`src/rtl/spm_seq_mult_pkg.sv`:
```
// spm_pkg: shared FSM state type, width helper and accumulator guard size for spm_seq_mult
package spm_pkg;

    typedef enum logic [1:0] {IDLE, RUN, DONE} state_t;

    localparam int ACC_GUARD = 8;

    function automatic int clog2(input int v);
        int r;
        r = 0;
        while ((1 << r) < v) r++;
        return r;
    endfunction

endpackage

```
`src/rtl/spm_seq_mult_if.sv`:
```
// spm_seq_mult_if: operand/product handshake bundle for spm_seq_mult
interface spm_seq_mult_if #(
    parameter int XW = 32,
    parameter int YW = 32
) ();
    localparam int PW = XW + YW;

    logic          in_valid;
    logic          in_ready;
    logic          in_signed;
    logic [XW-1:0] in_x;
    logic [YW-1:0] in_y;
    logic          out_valid;
    logic          out_ready;
    logic [PW-1:0] out_p;

    modport master (
        output in_valid, in_signed, in_x, in_y, out_ready,
        input  in_ready, out_valid, out_p
    );

    modport slave (
        input  in_valid, in_signed, in_x, in_y, out_ready,
        output in_ready, out_valid, out_p
    );
endinterface

```
`src/rtl/spm_seq_mult_csa_cell.sv`:
```
// spm_csa_cell: one carry-save cell of the serial-parallel array; the top cell can act as a serial negator
module spm_csa_cell #(
    parameter bit TOP = 1'b0
) (
    input  logic clk,
    input  logic rst_n,
    input  logic clr,
    input  logic en,
    input  logic sgn,
    input  logic a,
    input  logic sin,
    output logic s
);
    logic c;
    logic neg;

    // In signed mode the top row carries negative weight, so it emits the
    // two's complement of its partial-product stream (c remembers "a 1 was seen").
    assign neg = TOP && sgn;

    // Sum/carry state, cleared when a new transaction is accepted
    always_ff @(posedge clk or negedge rst_n) begin
        if (!rst_n) begin
            s <= 1'b0;
            c <= 1'b0;
        end else if (clr) begin
            s <= 1'b0;
            c <= 1'b0;
        end else if (en) begin
            s <= neg ? a ^ c : a ^ sin ^ c;
            c <= neg ? a | c : (a & sin) | (a & c) | (sin & c);
        end
    end
endmodule

```
`src/rtl/spm_seq_mult.sv`:
```
// spm_seq_mult: handshaked serial-parallel multiplier (x parallel, y LSB-first); optional accumulator under SPM_ACCUM_EN
module spm_seq_mult
    import spm_pkg::*;
#(
    parameter int XW = 32,
    parameter int YW = 32
) (
    input  logic clk,
    input  logic rst_n,
    spm_seq_mult_if.slave bus,
    output logic busy
`ifdef SPM_ACCUM_EN
    ,
    input  logic acc_clr,
    output logic [XW+YW+ACC_GUARD-1:0] acc
`endif
);
    localparam int PW = XW + YW;
    localparam int CW = clog2(PW + 1);

    state_t        state;
    logic [CW-1:0] cnt;
    logic [XW-1:0] xr;
    logic [YW-1:0] ysh;
    logic          sgn;
    logic [PW-1:0] pr;
    logic          rdy;
    logic          vld;
    logic          start;
    logic          run;
    logic [XW:0]   s;

    assign start        = bus.in_valid && rdy;
    assign run          = state == RUN;
    assign s[XW]        = 1'b0;
    assign bus.in_ready = rdy;
    assign bus.out_valid = vld;
    assign bus.out_p    = pr;

    genvar i;
    generate
        for (i = 0; i < XW; i++) begin : g_cell
            spm_csa_cell #(.TOP(i == XW - 1)) u_cell (
                .clk   (clk),
                .rst_n (rst_n),
                .clr   (start),
                .en    (run),
                .sgn   (sgn),
                .a     (xr[i] & ysh[0]),
                .sin   (s[i+1]),
                .s     (s[i])
            );
        end
    endgenerate

    // Control FSM: operand latch, y shifter (sign-extending), counter and product shift register
    always_ff @(posedge clk or negedge rst_n) begin
        if (!rst_n) begin
            state <= IDLE;
            rdy   <= 1'b1;
            vld   <= 1'b0;
            busy  <= 1'b0;
            cnt   <= '0;
            xr    <= '0;
            ysh   <= '0;
            sgn   <= 1'b0;
            pr    <= '0;
        end else begin
            case (state)
                IDLE: if (bus.in_valid) begin
                    state <= RUN;
                    rdy   <= 1'b0;
                    busy  <= 1'b1;
                    cnt   <= '0;
                    xr    <= bus.in_x;
                    ysh   <= bus.in_y;
                    sgn   <= bus.in_signed;
                end
                RUN: begin
                    ysh <= {sgn & ysh[YW-1], ysh[YW-1:1]};
                    cnt <= cnt + 1'b1;
                    if (cnt != '0) pr <= {s[0], pr[PW-1:1]};
                    if (cnt == CW'(PW)) begin
                        state <= DONE;
                        busy  <= 1'b0;
                        vld   <= 1'b1;
                    end
                end
                DONE: if (bus.out_ready) begin
                    state <= IDLE;
                    vld   <= 1'b0;
                    rdy   <= 1'b1;
                end
                default: state <= IDLE;
            endcase
        end
    end

`ifdef SPM_ACCUM_EN
    // Running sum of consumed products, extended according to the latched mode
    always_ff @(posedge clk or negedge rst_n) begin
        if (!rst_n) acc <= '0;
        else if (acc_clr) acc <= '0;
        else if (vld && bus.out_ready) acc <= acc + {{ACC_GUARD{sgn & pr[PW-1]}}, pr};
    end
`endif
endmodule

```
`src/flat_wrapper.sv`:
```
// flat-port wrapper written by rule: the top's interface ports become plain ports
module spm_seq_mult_flat import spm_pkg::*;
#(
    parameter int XW = 32,
    parameter int YW = 32
)
  (clk, rst_n, busy, bus_in_valid, bus_in_signed, bus_in_x, bus_in_y, bus_out_ready, bus_in_ready, bus_out_valid, bus_out_p);
  spm_seq_mult_if #(.XW(XW), .YW(YW)) bus_i ();
  input  logic clk;
  input  logic rst_n;
  output logic busy;
  input wire logic [$bits(bus_i.in_valid)-1:0] bus_in_valid;
  input wire logic [$bits(bus_i.in_signed)-1:0] bus_in_signed;
  input wire logic [$bits(bus_i.in_x)-1:0] bus_in_x;
  input wire logic [$bits(bus_i.in_y)-1:0] bus_in_y;
  input wire logic [$bits(bus_i.out_ready)-1:0] bus_out_ready;
  output wire logic [$bits(bus_i.in_ready)-1:0] bus_in_ready;
  output wire logic [$bits(bus_i.out_valid)-1:0] bus_out_valid;
  output wire logic [$bits(bus_i.out_p)-1:0] bus_out_p;
  assign bus_i.in_valid = bus_in_valid;
  assign bus_i.in_signed = bus_in_signed;
  assign bus_i.in_x = bus_in_x;
  assign bus_i.in_y = bus_in_y;
  assign bus_i.out_ready = bus_out_ready;
  assign bus_in_ready = bus_i.in_ready;
  assign bus_out_valid = bus_i.out_valid;
  assign bus_out_p = bus_i.out_p;
  spm_seq_mult #(.XW(XW), .YW(YW)) u_core (.clk(clk), .rst_n(rst_n), .bus(bus_i), .busy(busy));
endmodule
```
`config.mk`:
```
export PLATFORM = sky130hd
export DESIGN_NAME = spm_seq_mult_flat
export DESIGN_NICKNAME = d
export VERILOG_FILES = /design/src/rtl/spm_seq_mult_pkg.sv /design/src/rtl/spm_seq_mult_if.sv /design/src/rtl/spm_seq_mult_csa_cell.sv /design/src/rtl/spm_seq_mult.sv /design/src/flat_wrapper.sv
export SDC_FILE = /design/constraint.sdc
export NUM_CORES = 1
export LEC_CHECK = 0
export CORE_AREA = 5 5 149 151
export CTS_CLUSTER_DIAMETER = 40
export CTS_CLUSTER_SIZE = 28
export DETAILED_ROUTE_END_ITERATION = 12
export DIE_AREA = 0 0 154 156
export MAX_ROUTING_LAYER = met4
export PLACE_DENSITY = 0.68
export SLEW_MARGIN = 25
export SYNTH_ARGS = -nofsm -noshare
export SYNTH_HDL_FRONTEND = slang
export SYNTH_HIERARCHICAL = 1
export SYNTH_SLANG_ARGS = --single-unit
```
`constraint.sdc`:
```
create_clock -name clk -period 5.8 [get_ports clk]
set_input_delay 1.16 -clock clk [delete_from_list [all_inputs] [get_ports clk]]
set_output_delay 1.16 -clock clk [all_outputs]
set_load 0.1 [all_outputs]
```
==> flow_summary.ini, run 1 <==
[critical_path]
slowest_delay_ns = 1.19
cp.buffers_inverters = 1
ff2ff_setup_slack_ns = 3.16
critical-path-top-delay-family = buffers and inverters
crit_chain = clkdlybuf4s50_1
crit_path_start_kind = flop
cp_data_arrival_time_ns = 2.29
crit_path_end_kind = primary output
critPathSlowestCell = clkdlybuf4s50_1
crit_path_max_fanout = 4
worstSetupPathType = flop to primary output
required_ns = 4.64

[synthesis]
synth_flop_cell = dfrtp_1
ys_async_sr_fraction_pct = 100
synth_area_per_cell_um2 = 12.4
ys_warn_count = 6
yosysTopAreaCellShare_pct = 55.6
synth-seq-cells = 205
netlist_instances = 740
synth_area_leaders = dfrtp_1 (56%), mux2_4 (9.8%), mux2i_1 (7.2%)
syn_area_um2 = 9170
synth-edff-count = 0
synth_cell_types = 41
ys_seq_area_share_pct = 55.9
yosys.area.top_type = dfrtp_1

[sta]
finalSetupViolCount = 0
worst_pin_slew_ns = 1.04
fmax_mhz = 290
fin_crit_ns = 3.45
skew_ns = 0.0118
final_hold_viol_count = 0
fin_hold_ws_ns = 0.468
fin_crit_sh_pct = 59.5
fin_ws_ns = 2.35
slew_violations = 0
rsz0062_at_grt = false
setup-tns-final_ns = 0
slew_headroom_pct = 30.2

[clock_tree]
cts_max_level = 1
cts_resized = 0
clk_pin_slew_worst_paths_ns = 0.06
post_cts_buffers = 0
clkLatencyLatePin_ns = 0.53
clock_path_buffers = 3
cts_tree = built
cts_made_buffers = 30
ctsHoldBuffers = 0
clock_sinks = 205
cts-root-buf = clkbuf_16

[cells_and_area]
fill_cells = 1741
layout_commonest_cell = dfrtp_1
design_area_um2 = 11900
drive_gt1_share_pct = 15.0
diodes = 0
area_growth_pct = 29.5
nNetsFinal = 991
most-common-layout-cells = dfrtp_1 (203), nand2_1 (170), clkdlybuf4s50_1 (134), mux2i_1 (66), nor2_1 (64)

[global_route]
antenna_found_initial = 0
grt-ovfl-total = 0
grt_pass1_wl_um = 31100
grt_pass1_vias = 6194
grt_usage_pct = 15.8
grt_max_degree = 113

[place]
dpl_worst_slack_ns = 2.51
globalplace.congestion = 0.739
hpwl_um = 11700
placed_area_um2 = 10800
portBuffers = 135

[floorplan]
rows = 53
pin_count = 136
initial_utilization_pct = 44.3
core_um2 = 20700
die-area_um2 = 24000
die_x_um = 154
die_height_um = 156

[routing]
post_drt_via_cell_ratio = 4.96
final_antenna_net_count = 0
avgRoutedWirePerCell_um = 15.5
drtIter0Drc = 285
drt-total-wl_um = 18400
drt-pass1-iter-count = 7
route.detailed.drc = 0
vias = 5884

[run]
drv_cap = 0

[power]
power.total_mw = 7.79
powerDensity_nw_per_um2 = 656
vdd_drop_max_uv = 317
p_leak_nw = 5.97

[worst_hold_path]
worstHoldPathType = flop to flop

[status]
outcome = complete, no violations
## logic make-up after synthesis
| family | after synthesis | synth area share [%] |
|---|---|---|
| AO/OA/AOI/OAI | 53 | 4.19 |
| adder cells (fa/ha/maj) | 34 | 7.17 |
| buffers and inverters | 36 | 2.10 |
| flip-flops | 205 | 55.9 |
| multiplexers | 130 | 17.5 |
| other | 1 | 0.0409 |
| AND/OR/NAND/NOR | 281 | 13.1 |
## layout make-up
type	count	area, µm²	share of cell area [%]
flip-flops and latches	205	5130	43.2
repair buffers	143	1420	11.9
clock buffers	37	818	6.89
inverters	8	32.5	0.274
multi-input cells	500	3870	32.6
clock inverters	19	263	2.21
well taps	275	344	2.90
## metal layers
metal,track usage [%],part of all wire (%),up-vias
met5,-,0,-
met4,4.88,2.3,0
met3,2.47,3.9,32
met2,24.4,47,125
met1,21.8,47,2949
li1,-,-,2778
## Yosys cell counts, types with 6 or more instances
cell	number
dfrtp_1	204
nand2_1	170
mux2i_1	66
nor2_1	64
mux2_4	60
and2_1	33
a22oi_1	31
fa_1	31
clkbuf_1	14
inv_1	8
buf_2	7
buf_6	6
## power breakdown
group | internal [mW] | switching, mW | leakage, nW | total (mW)
sequential | 2.04 | 0.437 | 2.59 | 2.47
combinational | 1.30 | 2.13 | 2.86 | 3.43
clock | 1.23 | 0.661 | 0.516 | 1.90
total | 4.57 | 3.23 | 5.97 | 7.79
## flip-flops by register name (all words and copies together) (netlist names)
name	count
u_core/cnt	7
u_core/bus.in_ready	1
u_core/g_cell.u_cell/s	32
u_core/sgn	1
u_core/ysh	32
u_core/xr	32
u_core/bus.out_p	64
u_core/busy	1
u_core/state	2
u_core/bus.out_valid	1
u_core/g_cell.u_cell/c	32
## final timing paths
kind                                                 start  cells after the start                               to
setup / recovery           u_core/bus.in_ready$_DFFE_PN1P_                      1                     bus_in_ready
hold / removal                    u_core/xr[0]$_DFFE_PN0P_                      2         u_core/xr[0]$_DFFE_PN0P_
setup reg to reg                 u_core/cnt[0]$_DFFE_PN0P_                      6  u_core/bus.out_p[0]$_DFFE_PN0P_
hold reg to reg                   u_core/xr[0]$_DFFE_PN0P_                      2         u_core/xr[0]$_DFFE_PN0P_
max in group asynchronous                            rst_n                      2       u_core/ysh[30]$_DFFE_PN0P_
min in group asynchronous                            rst_n                      1         u_core/xr[9]$_DFFE_PN0P_
## stage by stage
step                instances  util, %
finish                   1187     57.4
global route             1187     57.4
CTS                      1187     57.4
detailed placement       1131     52.2
global placement         1131     52.2
floorplan                 741        -
Note: power is estimated with default switching activity, not from simulation.
==> run 2: changes to the inputs <==
Clock period 5.8 ns to 3.5 ns, I/O delays scaled along.
==> run 2 against run 1 <==
  * Sequential share of layout area decreased by 0.70 points
  * Non-clock buffer count rose by 3
  * Clock skew is 0.0042 ns higher
  * Total power rose by 72%
  * Flip-flop and latch count stayed put
  * Via count is 0.25% higher
  * Critical path type unchanged
  * Largest power group unchanged
  * Highest routed layer unchanged
==> flow_summary.ini, run 2 (synthesis gave the netlist of run 1 again) <==
[sta]
slew_violations = 0
slew_headroom_pct = 32.9
fin_crit_ns = 2.73
finalSetupViolCount = 0
rsz0062_at_grt = false
fmax_mhz = 366
skew_ns = 0.0160
worst_pin_slew_ns = 1.00
fin_crit_sh_pct = 78.0
setup-tns-final_ns = 0
final_hold_viol_count = 0

[critical_path]
slowest_delay_ns = 1.15
critPathSlowestCell = clkdlybuf4s50_1
crit_path_start_kind = flop
crit_chain = clkdlybuf4s50_1
cp_data_arrival_time_ns = 2.03
worstSetupPathType = flop to primary output
cp.buffers_inverters = 1
crit_path_max_fanout = 3
crit_path_end_kind = primary output
critical-path-top-delay-family = buffers and inverters
required_ns = 2.80
ff2ff_setup_slack_ns = 1.24

[routing]
final_antenna_net_count = 0
post_drt_via_cell_ratio = 4.94
drt-pass1-iter-count = 6
vias = 5899
drtIter0Drc = 269
drt-total-wl_um = 18400
route.detailed.drc = 0
avgRoutedWirePerCell_um = 15.4

[power]
vdd_drop_max_uv = 607
powerDensity_nw_per_um2 = 1110
p_leak_nw = 6.11

[clock_tree]
clk_pin_slew_worst_paths_ns = 0.05
cts_made_buffers = 35
cts_resized = 0
clkLatencyLatePin_ns = 0.49
cts-root-buf = clkbuf_16
cts_max_level = 2
cts_tree = built
post_cts_buffers = 0
ctsHoldBuffers = 0
clock_path_buffers = 3
clock_sinks = 205

[cells_and_area]
drive_gt1_share_pct = 17.7
layout_commonest_cell = dfrtp_1
nNetsFinal = 999
fin_cells = 1194
largest_reg_flops = 64
diodes = 0
area_growth_pct = 31.6
fill_cells = 1707
most-common-layout-cells = dfrtp_1 (204), nand2_1 (170), clkdlybuf4s50_1 (117), mux2i_1 (66), nor2_1 (64)

[floorplan]
die_height_um = 156
rows = 53
core_um2 = 20700
die-area_um2 = 24000
initial_utilization_pct = 44.3
die_x_um = 154
pin_count = 136

[place]
hpwl_um = 11800
dp.cells = 1134
portBuffers = 135
globalplace.congestion = 0.744

[global_route]
antenna_found_initial = 0
grt_max_degree = 91
grt_pass1_vias = 6142
grt-ovfl-total = 0
grt_pass1_wl_um = 31000
grt_usage_pct = 16.0

[run]
drv_cap = 0

[status]
outcome = complete, no violations

[worst_hold_path]
worstHoldPathType = input pin to async pin
[run 2: final cells by class]
| cell class | instances | area (µm²) | area share (%) |
|---|---|---|---|
| Sequential cell | 205 | 5130 | 42.5 |
| Multi-Input combinational cell | 500 | 3870 | 32.1 |
| Timing Repair Buffer | 146 | 1430 | 11.9 |
| Clock buffer | 43 | 998 | 8.27 |
| Tap cell | 275 | 344 | 2.85 |
| Clock inverter | 17 | 259 | 2.15 |
| Inverter | 8 | 32.5 | 0.270 |
[run 2: where the power goes]
group          internal, mW  total [mW]  switching, mW
combinational          2.14        5.68           3.54
clock                  2.46        3.60           1.14
sequential             3.38        4.09          0.713
total                  7.98        13.4           5.39
[run 2: final timing paths]
| path | startpoint | end | cells past startpoint |
|---|---|---|---|
| setup / recovery | u_core/bus.out_p[34]$_DFFE_PN0P_ | bus_out_p[34] | 1 |
| hold / removal | rst_n | u_core/xr[11]$_DFFE_PN0P_ | 1 |
| setup reg to reg | u_core/cnt[0]$_DFFE_PN0P_ | u_core/bus.out_p[0]$_DFFE_PN0P_ | 6 |
| hold reg to reg | u_core/xr[17]$_DFFE_PN0P_ | u_core/xr[17]$_DFFE_PN0P_ | 2 |
| max in group asynchronous | rst_n | u_core/ysh[30]$_DFFE_PN0P_ | 2 |
| min in group clk | u_core/xr[17]$_DFFE_PN0P_ | u_core/xr[17]$_DFFE_PN0P_ | 2 |
[run 2: metrics by stage]
stage	total power [mW]	setup WS [ns]	cell area (µm²)	utilization (%)	hold WS [ns]
2_1_floorplan	8.62	0.829	9180	-	0.404
5_1_grt	14.2	0.701	12100	58.3	0.333
3_3_place_gp	9.69	0.938	10800	52.3	0.453
6_report	13.4	0.770	12100	58.3	0.262
3_5_place_dp	9.85	0.918	10800	52.3	0.458
4_1_cts	13.6	0.739	12100	58.3	0.312
[run 2: routing by layer]
metal  wire length [µm]  global-route usage (%)
met1               8450                    21.3
met2               8760                    25.2
met3                815                    3.13
met4                339                    4.54
met5                  0                       -
==> run 3: changes to the inputs <==
Settings changed: PLACE_DENSITY 0.68 to 0.7.
Clock period 3.5 ns to 2.3 ns, I/O delays scaled along.
==> run 3 against run 2 <==
  * Final area rose by 0.35%
  * Largest cell class unchanged
  * Non-clock buffer count rose by 12
  * Critical path type is now flop to flop
  * Cell count rose by 1.1%
  * Via count barely moved
  * Clock skew fell by 0.0085 ns
  * Setup slack got worse by 0.43 ns
  * Core utilization rose by 0.21 points
==> flow_summary.ini, run 3 (synthesis gave the netlist of run 1 again) <==
[critical_path]
cp_data_arrival_time_ns = 2.32
crit_path_end_kind = flop
critical-path-top-delay-family = flip-flops
required_ns = 2.66
worstSetupPathType = flop to flop
cp.buffers_inverters = 2
slowest_delay_ns = 0.42
crit_path_start_kind = flop
critPathSlowestCell = dfrtp_1
crit_path_max_fanout = 14
crit_chain = inv_1, ha_1, nor3b_2, a31o_4, buf_4, mux2_4

[status]
outcome = complete, no violations

[sta]
fmax_mhz = 511
fin_ws_ns = 0.342
final_hold_viol_count = 0
setup-tns-final_ns = 0
skew_ns = 0.00744
slew_violations = 0
rsz0062_at_grt = false
fin_crit_ns = 1.96
fin_hold_ws_ns = 0.465
fin_crit_sh_pct = 85.1
finalSetupViolCount = 0

[routing]
drt-total-wl_um = 18800
final_antenna_net_count = 0
drtIter0Drc = 310
vias = 5902
route.detailed.drc = 0
post_drt_via_cell_ratio = 4.89
drt-pass1-iter-count = 4
avgRoutedWirePerCell_um = 15.5

[cells_and_area]
diodes = 0
drive_gt1_share_pct = 23.9
nNetsFinal = 1010
fin_cells = 1207
area_growth_pct = 32.0
largest_reg_flops = 64
fin_util_pct = 58.5
layout_commonest_cell = dfrtp_1
most-common-layout-cells = dfrtp_1 (204), nand2_1 (170), buf_4 (78), clkdlybuf4s50_1 (67), mux2i_1 (66)
design_area_um2 = 12100

[clock_tree]
clk_pin_slew_worst_paths_ns = 0.05
cts_resized = 0
cts_made_buffers = 34
cts_tree = built
cts_max_level = 2
clock_path_buffers = 3
post_cts_buffers = 0
clock_sinks = 205
clkLatencyLatePin_ns = 0.48
cts-root-buf = clkbuf_16
ctsHoldBuffers = 1

[place]
portBuffers = 135
placed_area_um2 = 10900
globalplace.congestion = 0.764
hpwl_um = 12400
dpl_worst_slack_ns = 0.278
dp.cells = 1145

[global_route]
grt_pass1_wl_um = 31800
grt_usage_pct = 16.3
antenna_found_initial = 0
grt_max_degree = 66
grt_pass1_vias = 6153
grt-ovfl-total = 0

[worst_hold_path]
worstHoldPathType = flop to flop

[floorplan]
die_x_um = 154
pin_count = 136
rows = 53
core_um2 = 20700
die_height_um = 156
die-area_um2 = 24000
initial_utilization_pct = 44.3

[power]
p_leak_nw = 6.27
vdd_drop_max_uv = 1010
powerDensity_nw_per_um2 = 1680
power.total_mw = 20.4

[run]
drv_cap = 0
==> run 3: layer usage <==
layer  track usage (%)  vias to the layer above  part of all wire [%]
li1                  -                     2817                     -
met1              22.1                     2927                    46
met2              25.3                      128                    47
met3              3.27                       30                   4.6
met4              4.71                        0                   1.6
met5                 -                        -                     0
==> run 3: final cells by class <==
| cell class | instances | area [µm²] |
|---|---|---|
| tap | 275 | 344 |
| inverter | 8 | 32.5 |
| sequential | 205 | 5130 |
| clock buffer | 45 | 1010 |
| multi-input combinational | 500 | 3870 |
| fill | 1688 | 8580 |
| clock inverter | 16 | 226 |
| timing repair buffer | 158 | 1500 |
==> run 3: where the power goes <==
group | total (mW) | internal, mW | switching, mW
combinational | 8.77 | 3.35 | 5.42
sequential | 6.24 | 5.14 | 1.10
clock | 5.37 | 3.64 | 1.72
total | 20.4 | 12.1 | 8.24
==> run 3: worst reg2reg max path, delay by kind of cell, from the launching register on <==
family	cells	cell delay [ns]
AOI/OAI and AO/OA	1	0.39
adders and majority gates	1	0.14
buffers and inverters	2	0.34
DFF	1	0.42
muxes	1	0.31
and+or+nand+nor	1	0.24
==> run 3: worst paths after layout <==
kind                                           startpoint                                to  slack (ns)  cells past startpoint
worst max-delay path            u_core/cnt[0]$_DFFE_PN0P_  u_core/bus.out_p[26]$_DFFE_PN0P_        0.34                      6
worst min-delay path            u_core/xr[31]$_DFFE_PN0P_         u_core/xr[31]$_DFFE_PN0P_        0.46                      2
worst max register to register  u_core/cnt[0]$_DFFE_PN0P_  u_core/bus.out_p[26]$_DFFE_PN0P_        0.34                      6
worst min register to register  u_core/xr[31]$_DFFE_PN0P_         u_core/xr[31]$_DFFE_PN0P_        0.46                      2
max in group asynchronous                           rst_n   u_core/bus.out_p[8]$_DFFE_PN0P_        1.06                      3
min in group asynchronous                           rst_n   u_core/bus.out_p[4]$_DFFE_PN0P_        0.52                      2
==> edit: new RTL, flow settings as in run 3 <==
`YW` is set to 32 in 3 places; all go to 48.
--- a/src/rtl/spm_seq_mult_if.sv
+++ b/src/rtl/spm_seq_mult_if.sv
@@ -3,3 +3,3 @@
     parameter int XW = 32,
-    parameter int YW = 32
+    parameter int YW = 48
 ) ();
--- a/src/rtl/spm_seq_mult.sv
+++ b/src/rtl/spm_seq_mult.sv
@@ -5,3 +5,3 @@
     parameter int XW = 32,
-    parameter int YW = 32
+    parameter int YW = 48
 ) (
--- a/src/flat_wrapper.sv
+++ b/src/flat_wrapper.sv
@@ -4,3 +4,3 @@
     parameter int XW = 32,
-    parameter int YW = 32
+    parameter int YW = 48
 )
Interface: changed (resized bus_in_y and bus_out_p); port bits go from 136 to 168. No check against the original RTL was run, so the function may have changed too.
==> edit against run 3 <==
  * Area after synthesis grew 16%
  * Highest routed layer unchanged
  * Worst setup slack better by 0.036 ns
  * Final cell count rose by 11%
  * Clock power hardly changed
  * Non-clock buffer count rose by 32
  * Critical path type unchanged
  * Total power rose by 9.6%
  * Sequential cell count up 32
  * Critical endpoint is now u_core/bus.out_p[36]$_DFFE_PN0P_
  * Cell area up 13%
  * Routed wire length increased by 13%
==> edit: results (changes against run 3) <==
P_clk -> 5.35 mW (was 5.37 mW)
placed cell count -> 1272 (was 1145)
FFs & Latches -> 237 (was 205)
met3 GRT Util -> 0.0358 (was 0.0327)
status -> complete, no violations (unchanged)
layout net count -> 1155 (was 1010)
Inverters -> 7 (was 8)
drt pass-1 iters -> 5 (was 4)
GR Util met1 -> 0.255 (was 0.221)
first-pass GRT wire length -> 36.0 mm (was 31.8 mm)
Sequential Area -> 5930 um^2 (was 5130 um^2)
routability-driven placement congestion ratio -> 0.738 (was 0.764)
share of cells above drive strength 1 -> 0.245 (was 0.239)
DR vias -> 6791 (was 5902)
clkbuf count -> 48 (was 45)
multi-input combinational cell area -> 4370 um^2 (was 3870 um^2)
Syn Inst Count -> 845 (was 740)
dpl hpwl -> 14.0 mm (was 12.4 mm)
Synth area leaders -> dfrtp_1 (56%), mux2_4 (11%), mux2i_1 (6.3%) (was dfrtp_1 (56%), mux2_4 (9.8%), mux2i_1 (7.2%))
port buffer count -> 167 (was 135)
Leak -> 6.98 nW (was 6.27 nW)
critical path arrival -> 2.30 ns (was 2.32 ns)
Vias/cell -> 5.08 (was 4.89)
comb_multi_in -> 564 (was 500)
worst clock skew -> 0.0213 ns (was 0.00744 ns)
grt met2 use -> 0.282 (was 0.253)
fin area -> 13700 um^2 (was 12100 um^2)
Layout non-clock buf frac -> 0.130 (was 0.124)
max reg flops -> 80 (was 64)
placed inst area -> 12400 um^2 (was 10900 um^2)
largest net degree at the start of global routing -> 68 (was 66)
PwrDens -> 1630 nW/um^2 (was 1680 nW/um^2)
H-tree Lvls -> 2 (unchanged)
Place WS -> 0.308 ns (was 0.278 ns)
CTS Buf Count -> 36 (was 34)
worst-skew pair later-pin latency -> 0.50 ns (was 0.48 ns)
1st-iter DRT viols -> 297 (was 310)
Non-Clock Buffer Count -> 190 (was 158)
Worst slew margin -> 0.644
DRT Wirelength -> 21.2 mm (was 18.8 mm)
most instantiated cells after synthesis -> dfrtp_1 (236), nand2_1 (172), nor2_1 (94) (was dfrtp_1 (204), nand2_1 (170), mux2i_1 (66))
fillers -> 1589 (was 1688)
Post-Syn Area -> 10600 um^2 (was 9170 um^2)
Max VDD drop -> 0.709 mV (was 1.01 mV)
vias in the first global route -> 7157 (was 6153)
gr usage total -> 0.185 (was 0.163)
switching pwr -> 9.16 mW (was 8.24 mW)
Yosys cell types -> 40 (was 41)
combinational power -> 9.89 mW (was 8.77 mW)
Clock-cell share -> 0.0890 (was 0.102)
sequential share of the synthesized area -> 0.558 (was 0.559)
HP Class -> flop to flop (unchanged)
## edit: cell count changes after synthesis, moves of 2 or more
cell / run 3 / this run
o22ai_1: 0 / 15
buf_12: 0 / 9
buf_2: 7 / 12
buf_6: 6 / 1
dfrtp_1: 204 / 236
mux2_4: 60 / 80
and3_1: 2 / 0
nor2_1: 64 / 94
mux2_2: 4 / 0
nand2_1: 170 / 172
## edit: kinds of logic after synthesis
| group | share of synthesized area |
|---|---|
| and+or+nand+nor | 0.126 |
| adders and majority gates | 0.0619 |
| buffers and inverters | 0.0318 |
| AOI/OAI and AO/OA | 0.0453 |
| muxes | 0.176 |
| DFF | 0.558 |
| other | 0.000353 |
## edit: per-layer routing
metal  wire length [um]  part of all wire  vias up
met4                321             0.015        0
met2               9770              0.46      179
li1                   -                 -     3216
met1               9870              0.46     3371
met5                  0                 0        -
met3               1280             0.060       25
## edit: critical path, cell delays in order (launching register included)
cell	delay, ns
dfrtp_1	0.43
inv_1	0.08
ha_1	0.15
nor4b_4	0.26
a21o_4	0.27
buf_12	0.25
mux2_4	0.32
## edit: path summary, 6_finish.rpt
check                                     startpoint                               end  slack, ns  depth (start not counted)
max                        u_core/cnt[0]$_DFFE_PN0P_  u_core/bus.out_p[36]$_DFFE_PN0P_       0.38                          6
min                        u_core/xr[13]$_DFFE_PN0P_         u_core/xr[13]$_DFFE_PN0P_       0.47                          2
max reg2reg                u_core/cnt[0]$_DFFE_PN0P_  u_core/bus.out_p[36]$_DFFE_PN0P_       0.38                          6
min reg2reg                u_core/xr[13]$_DFFE_PN0P_         u_core/xr[13]$_DFFE_PN0P_       0.47                          2
max in group asynchronous                      rst_n  u_core/bus.out_p[46]$_DFFE_PN0P_       1.10                          3
min in group asynchronous                      rst_n  u_core/bus.out_p[12]$_DFFE_PN0P_       0.51                          2
